<file path="config.mk">
export PLATFORM = sky130hd
export DESIGN_NAME = audio_capture_ctrl
export DESIGN_NICKNAME = d
export VERILOG_FILES = /design/src/rtl/audio_capture_ctrl.sv
export SDC_FILE = /design/constraint.sdc
export NUM_CORES = 1
export LEC_CHECK = 0
export BUFFER_PORTS_ARGS = -buffer_cell sky130_fd_sc_hd__buf_4
export CAP_MARGIN = 20
export CORE_UTILIZATION = 35
export DETAILED_ROUTE_END_ITERATION = 8
export GPL_TIMING_DRIVEN = 1
export PLACE_DENSITY = 0.51
export SETUP_SLACK_MARGIN = 0.2
export SYNTH_ARGS = -nofsm -noshare
export SYNTH_HDL_FRONTEND = slang
export SYNTH_SLANG_ARGS = --single-unit
</file>
<file path="constraint.sdc">
create_clock -name clk -period 3.85 [get_ports clk]
set_input_delay 0 -clock clk [delete_from_list [all_inputs] [get_ports clk]]
set_output_delay 0 -clock clk [all_outputs]
set_load 0.02 [all_outputs]
</file>
<file path="src/rtl/audio_capture_ctrl.sv">
// audio_capture_ctrl: enable-gated warm-up sequencer feeding a stereo PCM FWFT FIFO.
// Optional AUDIO_CAPTURE_MUTE_EN adds a mute input that zeroes captured frames.
module audio_capture_ctrl #(
    parameter int DEPTH  = 4,
    parameter int WARMUP = 8
) (
    input  logic               clk,
    input  logic               rst,
    input  logic               en,
    input  logic               stb_pcm,
    input  logic signed [15:0] pcm_l,
    input  logic signed [15:0] pcm_r,
    output logic               out_valid,
    input  logic               out_ready,
    output logic signed [15:0] out_l,
    output logic signed [15:0] out_r,
    output logic               ovf,
    input  logic               ovf_clr,
`ifdef AUDIO_CAPTURE_MUTE_EN
    input  logic               mute,
`endif
    output logic               running
);
    localparam int AW = $clog2(DEPTH);
    typedef enum logic [1:0] {IDLE, WARM, RUN} state_t;
    state_t      state_q, state_d;
    logic [7:0]  cnt_q, cnt_d;
    logic        running_q, ovf_q, ovf_d;
    logic [AW:0] wptr_q, wptr_d, rptr_q, rptr_d;
    logic [31:0] mem_q [DEPTH];
    logic [31:0] wdata;
    logic        empty, full, pop, push_req, wr;
    always_comb begin
        state_d = state_q;
        cnt_d   = cnt_q;
        if (!en) state_d = IDLE;
        else begin
            case (state_q)
                IDLE: begin
                    state_d = WARM;
                    cnt_d   = '0;
                end
                WARM: if (stb_pcm) begin
                    cnt_d   = cnt_q + 8'd1;
                    state_d = (cnt_q + 8'd1 == 8'(WARMUP)) ? RUN : WARM;
                end
                RUN:     state_d = RUN;
                default: state_d = IDLE;
            endcase
        end
    end
    assign empty    = wptr_q == rptr_q;
    assign full     = (wptr_q[AW] != rptr_q[AW]) && (wptr_q[AW-1:0] == rptr_q[AW-1:0]);
    assign pop      = !empty && out_ready;
    assign push_req = en && stb_pcm && state_q == RUN;
    // A full FIFO still accepts a push when the head leaves in the same cycle.
    assign wr       = push_req && (!full || pop);
`ifdef AUDIO_CAPTURE_MUTE_EN
    assign wdata    = mute ? 32'd0 : {pcm_l, pcm_r};
`else
    assign wdata    = {pcm_l, pcm_r};
`endif
    assign wptr_d   = wr ? wptr_q + 1'b1 : wptr_q;
    assign rptr_d   = pop ? rptr_q + 1'b1 : rptr_q;
    assign ovf_d    = (push_req && full && !pop) ? 1'b1 : ovf_clr ? 1'b0 : ovf_q;
    always_ff @(posedge clk or posedge rst) begin
        if (rst) begin
            state_q   <= IDLE;
            cnt_q     <= '0;
            running_q <= 1'b0;
            ovf_q     <= 1'b0;
            wptr_q    <= '0;
            rptr_q    <= '0;
        end else begin
            state_q   <= state_d;
            cnt_q     <= cnt_d;
            running_q <= state_d == RUN;
            ovf_q     <= ovf_d;
            wptr_q    <= wptr_d;
            rptr_q    <= rptr_d;
        end
    end
    // Storage is reset so the head outputs read zero after reset.
    always_ff @(posedge clk or posedge rst) begin
        if (rst) begin
            for (int i = 0; i < DEPTH; i++) mem_q[i] <= '0;
        end else if (wr) begin
            mem_q[wptr_q[AW-1:0]] <= wdata;
        end
    end
    assign out_valid      = !empty;
    assign {out_l, out_r} = mem_q[rptr_q[AW-1:0]];
    assign ovf            = ovf_q;
    assign running        = running_q;
endmodule

</file>
==> flow_summary.yaml <==
status:
  outcome: "complete, no violations"
sta:
  rsz0062_at_grt: "false"
  final_hold_viol_count: 0
  maxSlewHeadroom: 0.503
  finalCritPeriodShare: 0.625
  setup_viol: 0
  slew_viol_final: 0
  fmax_mhz: 416
  layout_min_cycle_time_ns: 2.40
  setup-tns-final_ns: 0
  setup_ws_ns: 1.45
  finClkSkew_ns: 0.00725
  tightestPinTransition_ns: 0.745
setup_path:
  rr_endpoint: "mem_q[28]"
  crit_end: "mem_q[28]"
  r2r_start: "state_q[0]"
  crit_type: "register to register"
  startpoint_type: "register"
  crit_path_start: "state_q[0]"
  endpoint_kind: "register"
  worstPathRequired_ns: 4.15
  reg2reg_slack_ns: 1.45
  cp.arrival_ns: 2.70
  crit_fanout: 33
  reg2reg_depth: 4
cells_and_area:
  drive_gt1_frac: 0.527
  syn_to_final_growth_pct: 24.5
  nets: 562
  fin_area_um2: 8810
  antenna_cells: 0
  layout.cells.non_filler: 796
synth:
  synthArstFlopShare: 1.00
  ys_top_cells_by_area: "dfrtp_1 (52%), mux2_4 (25%), mux4_2 (10%)"
  yosys_most_used_dff: "dfrtp_1"
  synth.distinct_cells: 36
  synth_top_area_cell: "dfrtp_1"
  synth-edff-count: 0
  syn_nets: 454
  netlist_area_um2: 7080
  syn_inst: 410
  ys_ff_latch: 146
  synthesis.area_per_instance_um2: 17.3
  synth.top_cell.area_share: 0.516
  yosys_warnings: 0
  seq_area_frac_synth: 0.516
clock_tree:
  cts_resized: 0
  ctsHoldBuffers: 37
  clockRootBuffer: "clkbuf_16"
  post-cts-setup-buffer-count: 0
  clk_pin_slew_ns: 0.06
  cts_buffer_depth: 2
  htreeDepth: 4
  clk_latency_ns: 0.42
  cts_tree: "yes"
  cts_sinks: 146
  cts_buffers: 17
die:
  rows: 51
  ios: 73
  core_um2: 19700
  die_w_um: 144
  fp.dieH_um: 144
  dieArea_um2: 20800
  initial_core_util: 0.360
placed_design:
  port_buffers: 72
  dpl_cell_area_um2: 7800
  gp_congestion: 0.716
  pre_cts_slack_ns: 1.41
  dp_cells: 727
  dp_hpwl_mm: 8.47
route:
  via_per_inst: 4.93
  ant_nets: 0
  initialDrtViolationCount: 164
  drc: 0
  drt-total-wl_mm: 14.6
  dr.pass1.iters: 4
  vias: 3925
  wl_per_cell_um: 18.3
hold_path:
  worstHoldPathType: "primary input to register"
global_routing:
  grt_overflow: 0
  antenna_found_initial: 0
  grt_pass1_vias: 4252
  track_usage: 0.155
  grt_max_degree: 102
  grt_pass1_wl_mm: 23.7
power:
  vdd_drop_max_mv: 0.264
  power_mw: 4.01
  p_per_area_nw_per_um2: 455
  p_leak_nw: 4.58
job:
  cap_violations: 0
[stage by stage]
stage	hold WS, ns	utilization
after floorplan	0.109	-
after global placement	0.209	0.397
after detailed placement	0.212	0.397
after CTS	0.0152	0.448
after global routing	0.0556	0.448
final	0.0382	0.448
[per-layer routing]
| metal | wire length, um | global-route usage |
|---|---|---|
| met4 | 141 | 0.0499 |
| met3 | 570 | 0.0394 |
| met1 | 6710 | 0.204 |
| met2 | 7130 | 0.249 |
| met5 | 0 | 0 |
[where the power goes]
| part | internal, mW | leakage, nW | total, mW | switching [mW] |
|---|---|---|---|---|
| clock network | 1.16 | 0.308 | 1.79 | 0.626 |
| registers | 1.57 | 2.01 | 1.62 | 0.0496 |
| logic | 0.267 | 2.26 | 0.599 | 0.332 |
| total | 3.00 | 4.58 | 4.01 | 1.01 |
[worst min path at each step]
stage | depth (start not counted) | slack, ns | to | from
detailed placement | 3 | 0.21 | mem_q[107] | rst
global route | 4 | 0.06 | state_q[0] | stb_pcm
CTS | 4 | 0.02 | state_q[0] | stb_pcm
floorplan | 1 | 0.11 | ovf | ovf_clr
finish | 4 | 0.04 | state_q[0] | stb_pcm
global placement | 3 | 0.21 | mem_q[107] | rst
[critical path, cell delays in order (launching register included)]
cell and delay [ns]:
dfrtp_1 0.51, nand4b_1 0.32, a41oi_4 0.46, nand2_4 0.51
mux2_4 0.46
[sequential cells by signal (all words and copies together), names as in the netlist]
register	flops
mem_q	128
cnt_q	8
rptr_q	3
wptr_q	3
state_q	2
ovf	1
running	1
[Yosys cell counts, drive strengths merged (4+ instances only)]
library cell	instances
inv	6
mux4	32
and3	4
buf	17
mux2	133
nor3	5
nand3	6
dfrtp	146
xnor2	6
clkbuf	7
a22o	6
nand2	10
ha	6
[cell usage in the layout, fill, tap and decap left out, types with 4 or more instances in the layout]
cell type,instances
xnor2_1,4
dfrtp_1,144
nand2_1,6
mux2_2,14
clkbuf_16,17
and3_1,4
buf_4,75
a22o_1,6
inv_1,5
ha_1,6
nor3_1,5
clkbuf_1,4
bufinv_16,5
nand2_4,4
dlygate4sd3_1,37
nand3_1,6
mux4_2,32
mux2_4,119
[kinds of logic (layout without fill, tap and decap cells)]
| kind of cell | count (synthesis) | after routing | synth area share |
|---|---|---|---|
| buffers and inverters | 30 | 151 | 0.0302 |
| DFF | 146 | 146 | 0.516 |
| muxes | 165 | 165 | 0.377 |
| and+or+nand+nor | 37 | 37 | 0.0320 |
| adders and majority gates | 6 | 6 | 0.0106 |
| xor gates and xnor gates | 7 | 7 | 0.0108 |
| AOI/OAI and AO/OA | 19 | 19 | 0.0233 |
[layout make-up]
cell class,count,area [um^2]
Inverter,6,26.3
Fill cell,1805,10800
Clock inverter,10,181
Timing Repair Buffer,113,953
Sequential cell,146,3660
Multi-Input combinational cell,234,3210
Tap cell,265,332
Clock buffer,22,454
Power figures use the tool's default switching activity.
